File: config.mk
export PLATFORM = sky130hd
export DESIGN_NAME = edge_event_arbiter
export DESIGN_NICKNAME = d
export VERILOG_FILES = /design/src/rtl/edge_evt_pkg.sv /design/src/rtl/ch_edge_det.sv /design/src/rtl/edge_event_arbiter.sv
export SDC_FILE = /design/constraint.sdc
export NUM_CORES = 1
export LEC_CHECK = 0
export CAP_MARGIN = 20
export CORE_UTILIZATION = 47
export CTS_CLUSTER_DIAMETER = 80
export CTS_CLUSTER_SIZE = 12
export DETAILED_ROUTE_END_ITERATION = 16
export PLACE_DENSITY_LB_ADDON = 0.25
export SYNTH_ARGS = -nofsm -noshare
export SYNTH_HDL_FRONTEND = slang
export SYNTH_SLANG_ARGS = --single-unit
File: constraint.sdc
create_clock -name clk -period 1.8 [get_ports clk]
set_input_delay 0.36 -clock clk [delete_from_list [all_inputs] [get_ports clk]]
set_output_delay 0.36 -clock clk [all_outputs]
set_load 0.02 [all_outputs]
File: src/rtl/edge_evt_pkg.sv
// edge_evt_pkg -- shared types and defaults for the edge event arbiter, rev 1.0
`default_nettype none

package edge_evt_pkg;

  typedef enum logic [1:0] {
    EDGE_RISE = 2'd0,
    EDGE_FALL = 2'd1,
    EDGE_BOTH = 2'd2
  } edge_mode_e;

  localparam int unsigned DEFAULT_NUM_CH = 4;

endpackage

`default_nettype wire

File: src/rtl/ch_edge_det.sv
// ch_edge_det -- one-channel level register plus mode-selected edge detect, rev 1.0
`default_nettype none

module ch_edge_det
  import edge_evt_pkg::*;
#(
  parameter edge_mode_e EDGE_MODE = EDGE_BOTH
) (
  input  logic clk,
  input  logic rst,
  input  logic sig_i,
  output logic edge_o
);

  logic sig_q;

  always_ff @(posedge clk or posedge rst) begin
    if (rst) begin
      sig_q <= 1'b0;
    end else begin
      sig_q <= sig_i;
    end
  end

  always_comb begin
    edge_o = 1'b0;
    case (EDGE_MODE)
      EDGE_RISE: edge_o = ~sig_q & sig_i;
      EDGE_FALL: edge_o = sig_q & ~sig_i;
      default:   edge_o = sig_q ^ sig_i;
    endcase
  end

endmodule

`default_nettype wire

File: src/rtl/edge_event_arbiter.sv
// edge_event_arbiter -- per-channel edge capture, round-robin event presentation, rev 1.0
`default_nettype none

module edge_event_arbiter
  import edge_evt_pkg::*;
#(
  parameter int unsigned NUM_CH    = DEFAULT_NUM_CH,
  parameter edge_mode_e  EDGE_MODE = EDGE_BOTH
) (
  input  logic                      clk,
  input  logic                      rst,
  input  logic [NUM_CH-1:0]         sig,
  input  logic [NUM_CH-1:0]         ch_en,
  output logic                      evt_valid,
  input  logic                      evt_ready,
  output logic [$clog2(NUM_CH)-1:0] evt_ch,
  output logic [NUM_CH-1:0]         ovr,
  input  logic                      ovr_clr
);

  localparam int unsigned CW = $clog2(NUM_CH);

  logic [NUM_CH-1:0] det;
  logic [NUM_CH-1:0] hit;
  logic [NUM_CH-1:0] avail;
  logic [NUM_CH-1:0] gnt;
  logic [NUM_CH-1:0] pend_q, pend_d;
  logic [NUM_CH-1:0] ovr_q, ovr_d;
  logic [CW-1:0]     last_q, last_d;
  logic [CW-1:0]     evt_ch_q, evt_ch_d;
  logic              evt_valid_q, evt_valid_d;
  logic [CW-1:0]     grant_idx;
  logic              found;
  logic              load;

  for (genvar i = 0; i < int'(NUM_CH); i++) begin : g_ch
    ch_edge_det #(
      .EDGE_MODE (EDGE_MODE)
    ) u_det (
      .clk    (clk),
      .rst    (rst),
      .sig_i  (sig[i]),
      .edge_o (det[i])
    );
  end

  assign hit   = det & ch_en;
  assign avail = pend_q & ch_en;
  assign load  = ~evt_valid_q | evt_ready;

  // Round-robin: first available channel strictly after the last grant, wrapping.
  always_comb begin
    int c;
    found     = 1'b0;
    grant_idx = '0;
    c         = 0;
    for (int off = 1; off <= int'(NUM_CH); off++) begin
      c = int'(last_q) + off;
      if (c >= int'(NUM_CH)) c = c - int'(NUM_CH);
      if (!found && avail[c]) begin
        found     = 1'b1;
        grant_idx = CW'(c);
      end
    end
  end

  always_comb begin
    gnt         = '0;
    evt_valid_d = evt_valid_q;
    evt_ch_d    = evt_ch_q;
    last_d      = last_q;
    if (load) begin
      evt_valid_d = found;
      if (found) begin
        gnt[grant_idx] = 1'b1;
        evt_ch_d       = grant_idx;
        last_d         = grant_idx;
      end
    end
    // A fresh edge in the grant cycle re-arms pend instead of being lost.
    pend_d = ((pend_q & ~gnt) | hit) & ch_en;
    ovr_d  = (ovr_q & ~{NUM_CH{ovr_clr}}) | (hit & pend_q & ~gnt);
  end

  always_ff @(posedge clk or posedge rst) begin
    if (rst) begin
      pend_q      <= '0;
      ovr_q       <= '0;
      last_q      <= CW'(NUM_CH - 1);
      evt_ch_q    <= '0;
      evt_valid_q <= 1'b0;
    end else begin
      pend_q      <= pend_d;
      ovr_q       <= ovr_d;
      last_q      <= last_d;
      evt_ch_q    <= evt_ch_d;
      evt_valid_q <= evt_valid_d;
    end
  end

  assign evt_valid = evt_valid_q;
  assign evt_ch    = evt_ch_q;
  assign ovr       = ovr_q;

endmodule

`default_nettype wire

======== Yosys cells after proc, flatten, opt, wreduce, memory -nomap -nowiden ========
Index checks and enable logic that the tools add are counted.
Widths: inputs -> output; s select.
operators by class
  $add $sub $neg .......................... 8
  multipliers ............................. 0
  divide/modulo/power cells ............... 0
  $lt $le $gt $ge ......................... 10
  equality and inequality tests ........... 0
  shifts and indexed selects .............. 0
  multiplexer cells ....................... 28
  bitwise logic cells ..................... 17
  reduce and logical (&&, ||, !) cells .... 8
operator list
  cell                 number
  $lt 32x4->1 const B  4
  $mux 32              4
  $and 4x4->4          7
  $mux 1               13
  $sub 3x3->4 const B  3
  $ge 3x3->1 const B   3
  $bmux 1 s2           4
  $mux 2               4
  $mux 4               2
  $not 4->4            2
  $or 4x4->4           2
  $add 2x2->3 const B  2
  $sub 4x3->5 const B  1
  $add 2x3->4 const B  1
  $ge 4x3->1 const B   1
  $logic_and 1x1->1    4
  $xor 1x1->1          4
  $add 2x1->3 const B  1
  $logic_not 1->1      3
  $lt 2x3->1 const B   1
  $demux 1 s2          1
  $ge 2x1->1 const B   1
  $reduce_and 2->1     1
  $not 1->1            1
  $or 1x1->1           1
word-level totals
  register bits after elaboration ......... 17
  bits in latches ......................... 0
  bits in writable memories ............... 0
  memory bits (read-only) ................. 0
  memories ................................ 0

======== Depth between registers and ports, before layout ========
Gate-level depths: netlist (run 1).
  word-level depth ........................ 26
  depth in mapped cells ................... 5

======== Hierarchy ========
From an unflattened synthesis (run 1), not the netlist that was laid out.
second synthesis, totals
  cells, all modules ...................... 80
  area, all modules ....................... 869.6 sq um
modules (own cells, without submodules)
  module              instances  cells an instance  area an instance (sq um)  sequential area each (sq um)
  edge_event_arbiter  1          68                 719.4                     327.8
  ch_edge_det         4          3                  37.5                      25.0

======== Worst setup path before layout (run 1) ========
Ideal clock, no wire load.
  kind .................................... register to register
  from .................................... register pend_q[3]
  to ...................................... register ovr_q[0], in the netlist ovr[0]
  arrival ................................. 1.271 ns
  required time ........................... 1.679 ns
  slack ................................... 0.408 ns
  cell stages (with the launch flop) ...... 6
  clock period less this slack ............ 1.392 ns
  cells stage by stage .................... dfrtp_1 -> a22oi_2 -> a311oi_2 -> nor3_2 -> a21oi_2 -> a22o_1
on the way
  longest elaborated chain between the ends .. 23
  elaborated cells on any way between the ends .. 37
  those cells by class .................... 2 x order compare; 24 x mux; 4 x bitwise; 7 x reduce/logical
RTL lines
  element                                    line                      source
  start: declaration                         edge_event_arbiter.sv:27  logic [NUM_CH-1:0] pend_q, pend_d;
  start signal: assignment                   edge_event_arbiter.sv:93  pend_q <= pend_d;
  $and 4x4->4 (*)                            edge_event_arbiter.sv:48  assign avail = pend_q & ch_en;
  $bmux 1 s2                                 edge_event_arbiter.sv:60  if (!found && avail[c]) begin
  $mux 1 (implied by the code) (2 in a row)  edge_event_arbiter.sv:60
  $mux 1                                     edge_event_arbiter.sv:60
  $logic_not 1->1                            edge_event_arbiter.sv:60
  $logic_and 1x1->1                          edge_event_arbiter.sv:60
  $mux 1                                     edge_event_arbiter.sv:60
  $logic_not 1->1                            edge_event_arbiter.sv:60
  [7 not listed]                             --
  $mux 1 (implied by the code)               edge_event_arbiter.sv:75  gnt[grant_idx] = 1'b1;
  $demux 1 s2                                edge_event_arbiter.sv:75
  $mux 4 (*)                                 edge_event_arbiter.sv:74  if (found) begin
  $mux 4 (*)                                 edge_event_arbiter.sv:72  if (load) begin
  $not 4->4 (*)                              edge_event_arbiter.sv:82  ovr_d = (ovr_q & ~{NUM_CH{ovr_clr}}) | (hit & pend_q & ~gnt);
  $and 4x4->4 (*)                            edge_event_arbiter.sv:82
  $or 4x4->4 (*)                             edge_event_arbiter.sv:82
  via ovr_d[0]                               edge_event_arbiter.sv:28  logic [NUM_CH-1:0] ovr_q, ovr_d;
  end signal: assignment                     edge_event_arbiter.sv:94  ovr_q <= ovr_d;
  end: declaration                           edge_event_arbiter.sv:28
Mark *: on every way through the listed nets, which the timed path passes. The rest lies on a longest branch. The select of a mux whose other input is x is not followed.
A chain may end at the register's enable or synchronous reset.

======== Worst setup path after layout (run 1) ========
  from .................................... register ovr_q[3], in the netlist ovr[3]
  to ...................................... output ovr[3]
RTL lines
  element           line                      source
  end: declaration  edge_event_arbiter.sv:17  output logic [NUM_CH-1:0] ovr,
No word-level cell between the ends.

==> results of run 1 <==
-- power breakdown --
group          switching [uW]  internal, uW  total (uW)  leakage, uW
combinational             173           187         360     0.000265
clock                     115          85.8         200    0.0000150
sequential               61.7           463         525     0.000204
-- cell families after synthesis --
kind of cell / after synthesis
mux: 1
xor+xnor: 4
simple gates: 23
flops: 17
compound gates: 20
buf+inv: 5
-- Yosys cell counts, types with 2 or more instances --
cell type	count	area, sq um
dfrtp_1	15	375.4
nand2_1	6	22.52
nor2_1	6	22.52
inv_1	5	18.77
nand3_1	4	20.02
xor2_1	3	26.28
a21boi_0	2	15.01
dfstp_2	2	52.55
o2111ai_1	2	17.52
o21a_1	2	15.01
o21ai_0	2	10.01
o21ai_2	2	17.52
-- stage by stage --
| step | hold slack [ns] | setup TNS, ns |
|---|---|---|
| after floorplan | 0.2846 | 0 |
| after global placement | 0.4737 | -0.3460 |
| after detailed placement | 0.4802 | -0.5683 |
| after CTS | 0.3791 | 0 |
| after global routing | 0.4024 | 0 |
| final | 0.3700 | 0 |
-- metal layers --
layer / global-route usage / routed length (microns) / vias up
met1: 0.2377 / 672 / 304
met5: 0 / 0 / -
met2: 0.3463 / 808 / 19
li1: - / - / 316
met4: 0.07273 / 19 / 0
met3: 0.04681 / 76 / 2
-- registers in the layout, indices dropped and copies added, names as in the netlist --
name	cells
g_ch.u_det.sig_q	4
pend_q	4
ovr	4
evt_valid	1
last_q	2
evt_ch	2
-- worst max path at each step --
| stage | startpoint | to | slack, ns | cells past startpoint |
|---|---|---|---|---|
| 6_report | ovr[3] | ovr[3] | 0.18 | 1 |
| 5_1_grt | ch_en[1] | ovr[0] | 0.1 | 6 |
| 4_1_cts | ovr[3] | ovr[3] | 0.18 | 1 |
| 3_5_place_dp | ch_en[1] | ovr[3] | -0.1 | 6 |
| 3_3_place_gp | ch_en[3] | ovr[0] | -0.07 | 6 |
| 2_1_floorplan | pend_q[3] | ovr[0] | 0.41 | 5 |
-- final cells by class --
type                    instances  area, sq um  share of cell area
flip-flops and latches         17        427.9              0.3922
multi-input cells              48        350.3              0.3211
repair buffers                 27        247.7              0.2271
clock buffers                   4        26.28             0.02408
well taps                      16        20.02             0.01835
inverters                       5        18.77             0.01720
==> summary.txt, run 1 <==
Outcome
  – Run status: finished, final reports clean

Place
  – DPL Wire Length: 1.250 mm
  – Dpl ws: -0.09713 ns
  – RD Place Congestion: 0.8896
  – Placed cell count: 113
  – Number of buffers added on ports: 18
  – Post-DP Area: 1065 sq um

Worst setup path
  – CP Buf/Inv Count: 1
  – CP top delay family: buffers and inverters
  – Critical R2R Launch: pend_q[3]
  – CP Class: flop to output pin
  – Critical Path Fanout Max: 2
  – R2r setup slk: 0.23 ns
  – CP Launch Type: flop
  – Crit path largest cell delay: 0.61 ns
  – Crit path cell chain: clkdlybuf4s50_1
  – Worst reg2reg path depth: 5
  – Reg2reg end: ovr[0]
  – WP data arrival: 1.26 ns
  – CP max stage cell: clkdlybuf4s50_1
  – Setup crit end kind: output pin
  – WP data required: 1.44 ns

Clock tree
  – Clock root buffer: clkbuf_4
  – Hold_buf cts: 0
  – Post-CTS resize count: 0
  – TritonCTS clock tree: yes
  – TritonCTS buffer count: 3
  – CTS Buffer Depth: 2
  – Clk_lat worst skew: 0.28 ns
  – Setup bufs post-CTS: 0
  – Total clock sinks: 17
  – Worst-path clk slew: 0.10 ns
  – H-tree Lvls: 1

GRT
  – Global-route wire length before repair: 2.801 mm
  – Vias in the first global route: 680
  – Initial antenna violation count: 0
  – Gr usage total: 0.1998
  – Largest net degree at the start of global routing: 18
  – Total grt overflow: 0

Die
  – Num ports: 19
  – Starting Density: 0.5170
  – Die W: 43.18 microns
  – Rows: 14
  – Die area: 1865 sq um
  – Core box area: 1541 sq um
  – Die H: 43.18 microns

Synth
  – Synthesized-area fraction occupied by ao, oa, aoi and oai cells: 0.2339
  – Syn Inst Count: 70
  – Async set-or-reset flop fraction in the synthesized netlist: 1.000
  – Xor-xnor portion of the synthesized cell area: 0.04396
  – Avg Cell Area, Syn: 11.39 sq um
  – #FFs+latches synth: 17
  – Syn nets: 82
  – Post-synth EDFFs: 0
  – Seq/Total Area, Yosys: 0.5369
  – Synthesis warning total: 0
  – Main combinational cell family by area after synthesis: compound AO/OA/AOI/OAI gates
  – Mux contribution to synthesized area: 0.01256
  – Synth Area in Simple Gates: 0.1491
  – Synth Area in Adders: 0
  – Synthesized cell area: 797.0 sq um
  – Top_reg_cell synth: dfrtp_1
  – Netlist cell types: 31

STA
  – Fin worst setup slack: 0.1808 ns
  – Setup Skew: 0.005887 ns
  – RSZ-0062 raised after global routing: false
  – Post-route minimum period: 1.619 ns
  – Slew @ Worst Pin: 0.3201 ns
  – Setup violators final: 0
  – Rel. slew slack: 0.7866
  – Period utilization: 0.8996
  – Final Hold Viols: 0
  – Fmax: 617.6 MHz
  – Fin. max-slew vios: 0

Routing
  – Total wire length: 1.577 mm
  – Initial DRC count: 8
  – DR DRC count: 0
  – Pre-antenna DRT Iters: 4
  – Via-to-Cell Ratio: 5.479
  – Post-route ant nets: 0
  – DR WL/cell: 13.48 microns
  – Via count: 641

Worst hold path
  – Hold/Removal Path Class: input port to asynchronous set/reset pin

Finish
  – Commonest non-fill, non-tap cells in the layout: 18 x clkdlybuf4s50_1, 15 x dfrtp_1, 9 x buf_4, 6 x nand2_1, 6 x nor2_1
  – Finished Layout Cells: 117
  – Final core occ: 0.7078
  – Post-layout instance area: 1091 sq um
  – Syn-to-layout area delta: 36.89%
  – Most common cell after layout, fill and taps aside: clkdlybuf4s50_1
  – Share of cells above drive strength 1: 0.2277
  – Fin nets: 114
  – ANT cells: 0
  – Fillers: 121

Power and ir drop
  – PD cells: 994.4 nW/um^2
  – Leak Pwr: 0.0004837 uW
  – VDD IR max: 851.7 uV
  – Tot Pwr: 1085 uW

Flow run
  – Max_cap viols: 0
Note: power is estimated with default switching activity, not from simulation.
==> inputs of run 2 (changes only) <==
- CORE_UTILIZATION: 47 -> 55
- CTS_BUF_LIST: not set -> sky130_fd_sc_hd__clkbuf_4 sky130_fd_sc_hd__clkbuf_8 sky130_fd_sc_hd__clkbuf_16
- DONT_BUFFER_PORTS: not set -> 1
==> run 2 against run 1 <==
- cell area fell by 22%
- clock skew down 0.0020 ns
- sequential cell count is the same
- die area fell by 14%
- global-route usage is 1.6 points higher
- via count fell by 13%
- critical endpoint is now ovr[0]
- register-to-register slack got worse by 0.05 ns
- count of clock-buffer cells in the layout unchanged
- routed wire length fell by 15%
- critical path type is now flop to flop
- sequential share of layout area rose by 11 points
- largest cell class unchanged
==> summary.txt, run 2 (synthesis gave the netlist of run 1 again) <==
Clock tree
  – Clk_lat worst skew: 0.29 ns
  – Post-CTS resize count: 0
  – H-tree Lvls: 1
  – CTS Buffer Depth: 2
  – Hold_buf cts: 0
  – Worst-path clk slew: 0.09 ns
  – Total clock sinks: 17
  – Clock root buffer: clkbuf_4
  – Setup bufs post-CTS: 0
  – TritonCTS buffer count: 3
  – TritonCTS clock tree: yes

Power and ir drop
  – PD cells: 1149 nW/um^2
  – Leak Pwr: 0.0003755 uW
  – VDD IR max: 571.8 uV

Worst setup path
  – CP Launch Type: flop
  – Critical Path Fanout Max: 5
  – CP max stage cell: dfrtp_1
  – CP Buf/Inv Count: 0
  – Setup crit end kind: flop
  – WP data required: 1.98 ns
  – Crit path cell chain: a22oi_2 -> a311oi_2 -> nor3_2 -> a21oi_2 -> a22o_1
  – Crit path largest cell delay: 0.44 ns
  – WP data arrival: 1.80 ns
  – CP top delay family: compound AO/OA/AOI/OAI gates
  – CP Class: flop to flop

Die
  – Die H: 40.07 microns
  – Rows: 13
  – Core box area: 1318 sq um
  – Num ports: 19
  – Die area: 1605 sq um
  – Starting Density: 0.6049
  – Die W: 40.07 microns

GRT
  – Initial antenna violation count: 0
  – Gr usage total: 0.2163
  – Vias in the first global route: 554
  – Largest net degree at the start of global routing: 18
  – Total grt overflow: 0
  – Global-route wire length before repair: 2.242 mm

STA
  – Fin. max-slew vios: 0
  – Slew @ Worst Pin: 0.6393 ns
  – Rel. slew slack: 0.5733
  – Post-route minimum period: 1.617 ns
  – Setup Skew: 0.003867 ns
  – Period utilization: 0.8981
  – Setup violators final: 0
  – TNS Setup: 0 ns
  – Fmax: 618.6 MHz
  – Final Hold Viols: 0
  – RSZ-0062 raised after global routing: false

Flow run
  – Max_cap viols: 0

Routing
  – Total wire length: 1.342 mm
  – Initial DRC count: 8
  – Met1 WL: 618 microns
  – Highest metal used: met4
  – DR WL/cell: 15.08 microns
  – WL met2: 619 microns
  – Via count: 558
  – Pre-antenna DRT Iters: 4
  – Post-route ant nets: 0
  – Via-to-Cell Ratio: 6.270
  – DR DRC count: 0
  – WL met3: 73 microns

Outcome
  – Run status: finished, final reports clean

Finish
  – Finished Layout Cells: 89
  – Share of cells above drive strength 1: 0.2027
  – Most common cell after layout, fill and taps aside: dfrtp_1
  – ANT cells: 0
  – Commonest non-fill, non-tap cells in the layout: 15 x dfrtp_1, 6 x nand2_1, 6 x nor2_1, 5 x inv_1
  – Syn-to-layout area delta: 6.122%
  – Fin nets: 87
  – Fillers: 109

Place
  – Number of buffers added on ports: 0
  – RD Place Congestion: 0.8244
  – DPL Wire Length: 990.3 microns
  – Placed cell count: 85

Worst hold path
  – Hold/Removal Path Class: input port to asynchronous set/reset pin
==> run 2: per-stage QoR <==
| step | util | area [sq um] | total power (uW) | hold WS (ns) | setup slack [ns] |
|---|---|---|---|---|---|
| after global routing | 0.6420 | 845.8 | 1025 | 0.08076 | 0.06413 |
| after CTS | 0.6420 | 845.8 | 978.2 | 0.05118 | 0.1822 |
| after floorplan | - | 797.0 | 726.2 | 0.2846 | 0.4084 |
| after detailed placement | 0.6192 | 815.8 | 766.6 | 0.3640 | 0.2058 |
| final | 0.6420 | 845.8 | 972.1 | 0.03483 | 0.1834 |
| after global placement | 0.6192 | 815.8 | 763.1 | 0.3641 | 0.1755 |
==> run 2: layer usage <==
layer / vias up / GRT usage
met3: 6 / 0.07222
met2: 25 / 0.3145
li1: 262 / -
met4: 0 / 0.1379
met5: - / 0
met1: 265 / 0.2734
==> run 2: cell type report <==
type,count,area (sq um),share of cell area
flip-flops and latches,17,427.9,0.5059
multi-input cells,48,350.3,0.4142
clock buffers,4,30.03,0.03550
inverters,5,18.77,0.02219
well taps,15,18.77,0.02219
==> run 2: worst paths after layout <==
| check | cells past startpoint | slack, ns | startpoint | to |
|---|---|---|---|---|
| min reg2reg | 1 | 0.56 | last_q[0] | last_q[0] |
| max | 5 | 0.18 | pend_q[3] | ovr[0] |
| min | 1 | 0.03 | rst | pend_q[3] |
| max in group asynchronous | 1 | 1.36 | rst | ovr[3] |
| min in group clk | 0 | 0.09 | sig[3] | g_ch[3].u_det.sig_q |
| max reg2reg | 5 | 0.18 | pend_q[3] | ovr[0] |
==> run 2: power by group <==
group | internal (uW) | switching [uW]
sequential | 463 | 105
combinational | 87.7 | 102
clock | 101 | 114
==> edit (config.mk and constraints of run 1) <==
`DEFAULT_NUM_CH`: 4 -> 8.
--- a/src/rtl/edge_evt_pkg.sv
+++ b/src/rtl/edge_evt_pkg.sv
@@ -9,7 +9,7 @@
     EDGE_BOTH = 2'd2
   } edge_mode_e;
 
-  localparam int unsigned DEFAULT_NUM_CH = 4;
+  localparam int unsigned DEFAULT_NUM_CH = 8;
 
 endpackage
 
Interface: changed (resized ch_en, evt_ch, ovr and sig); port bits go from 19 to 32. The function was not compared with the original's and may differ.
==> edit against run 1 <==
The run now ends with setup timing left. Sequential cell count increased by 14. Non-clock buffer count increased by 102. Area after synthesis increased to 3.1 times the old value. Hold slack improved by 0.084 ns. Setup slack got worse by 1.5 ns. Design area increased to 3.6 times the old value. Die area increased to 3.0 times the old value. Clock skew about the same. Routed wire length increased to 5.9 times the old value. Critical path type is now reg -> reg.
Power is left out: the tool's default activity adds up to more than one toggle a clock period on the data nets, which glitch-free logic cannot reach.
==> edit: results (changes against run 1) <==
Run status
  – Status: finished with violations
  – Failing checks: setup timing

Setup path
  – Crit-path max FO: 9 (+7)
  – Crit path arrival time: 3.28 ns (+2.02 ns)
  – Family with the most delay on the worst path: compound AO/OA/AOI/OAI gates
  – CP max stage delay: 0.66 ns (+0.05 ns)
  – Slowest-stage cell, CP: dfstp_2

Timing
  – Max transition margin: 0.666 (-0.120)
  – Final-report setup violation count: 23 (+23)
  – Fin Setup TNS: -27.66 ns (-27.66 ns)
  – Setup ws final: -1.33 ns (-1.51 ns)

Clock tree
  – H-tree levels: 2 (+1)
  – TritonCTS Buffers: 5 (+2)
  – Clock-pin slew on the worst setup and hold paths: 0.07 ns (-0.03 ns)
  – Clk root buf: clkbuf_8

Yosys
  – Post-Syn Area per Cell: 9.58 um2 (-16%)
  – Syn Nets: 281 (+240%)
  – Area contributors post-synth: dfrtp_1 (28%), mux4_2 (9.1%), o21ai_0 (4.0%)
  – Sequential share of the synthesized area: 0.314 (-0.223)

Global routing
  – GRT Overall Usage: 0.332 (+0.132)
  – First-pass GRT wire length: 13,500 um (+380%)
  – Largest net degree at the start of global routing: 32 (+14)

Detailed routing
  – Initial DRC Count: 294 (+286)
  – Drt first pass iters: 5 (+1)
  – Met1 WL: 3520 um (+420%)
  – DR vias: 2,930 (+360%)
  – Routed length per instance: 20.4 um (+51%)
  – Post-Route WL: 9270 um (+490%)
  – WL met3: 816 um (+970%)

Placement
  – Cells after DPL: 428 (+280%)
  – DP HPWL: 5960 um (+380%)
  – Post-place instance area: 3500 um2 (+230%)
  – Port Buffer Count: 31 (+13)
[edit: area by class of cell]
| cell class | count | area (um2) |
|---|---|---|
| Tap cell | 70 | 87.6 |
| Inverter | 15 | 66.3 |
| Multi-Input combinational cell | 201 | 1830 |
| Fill cell | 335 | 1170 |
| Sequential cell | 31 | 779 |
| Clock buffer | 7 | 86.3 |
| Clock inverter | 1 | 5.00 |
| Timing Repair Buffer | 129 | 1080 |
[edit: worst register-to-register path, cell delays in order, from the launching register on]
cell,delay (ns)
dfstp_2,0.66
buf_6,0.18
nand3_1,0.19
a21boi_0,0.19
mux4_2,0.56
a31oi_4,0.21
o21ai_4,0.09
o32a_1,0.43
a2111oi_2,0.36
o2bb2ai_1,0.14
[edit: layer usage]
layer	vias to the layer above	track usage
met5	-	0
met4	0	0.187
met3	58	0.0723
met2	198	0.515
met1	1399	0.432
li1	1275	-
[edit: cells by family (layout without fill, tap and decap cells)]
kind of cell | Yosys count | count (layout) | share of synthesized area
flip-flops | 31 | 31 | 0.314
buffers and inverters | 28 | 152 | 0.0550
XOR/XNOR | 11 | 11 | 0.0449
adder cells (fa/ha/maj) | 2 | 2 | 0.0101
multiplexers | 13 | 13 | 0.103
AND/OR/NAND/NOR | 88 | 88 | 0.204
AO/OA/AOI/OAI | 86 | 87 | 0.269
[edit: worst paths after layout]
path / endpoint / slack, ns / depth (start not counted)
min reg2reg: evt_ch[0] / 0.48 / 2
min: ovr[7] / 0.45 / 3
max reg2reg: ovr[6] / -1.33 / 9
max in group asynchronous: last_q[2] / 1.02 / 3
min in group clk: evt_ch[0] / 0.48 / 2
max: ovr[6] / -1.33 / 9
[edit: metrics by stage]
step,setup slack [ns],hold WS (ns)
2_1_floorplan,-1.15,0.391
3_3_place_gp,-1.35,0.450
3_5_place_dp,-1.37,0.456
4_1_cts,-1.19,0.458
5_1_grt,-1.43,0.495
6_report,-1.33,0.454
[edit: what timing repair did]
action                                 CTS  global route
setup buffers                            5            10
setup endpoints to repair               23            23
endpoints found under the hold margin    0             0
gates cloned                             2             1
gates resized for setup                 24            24
pin swaps                                8            10
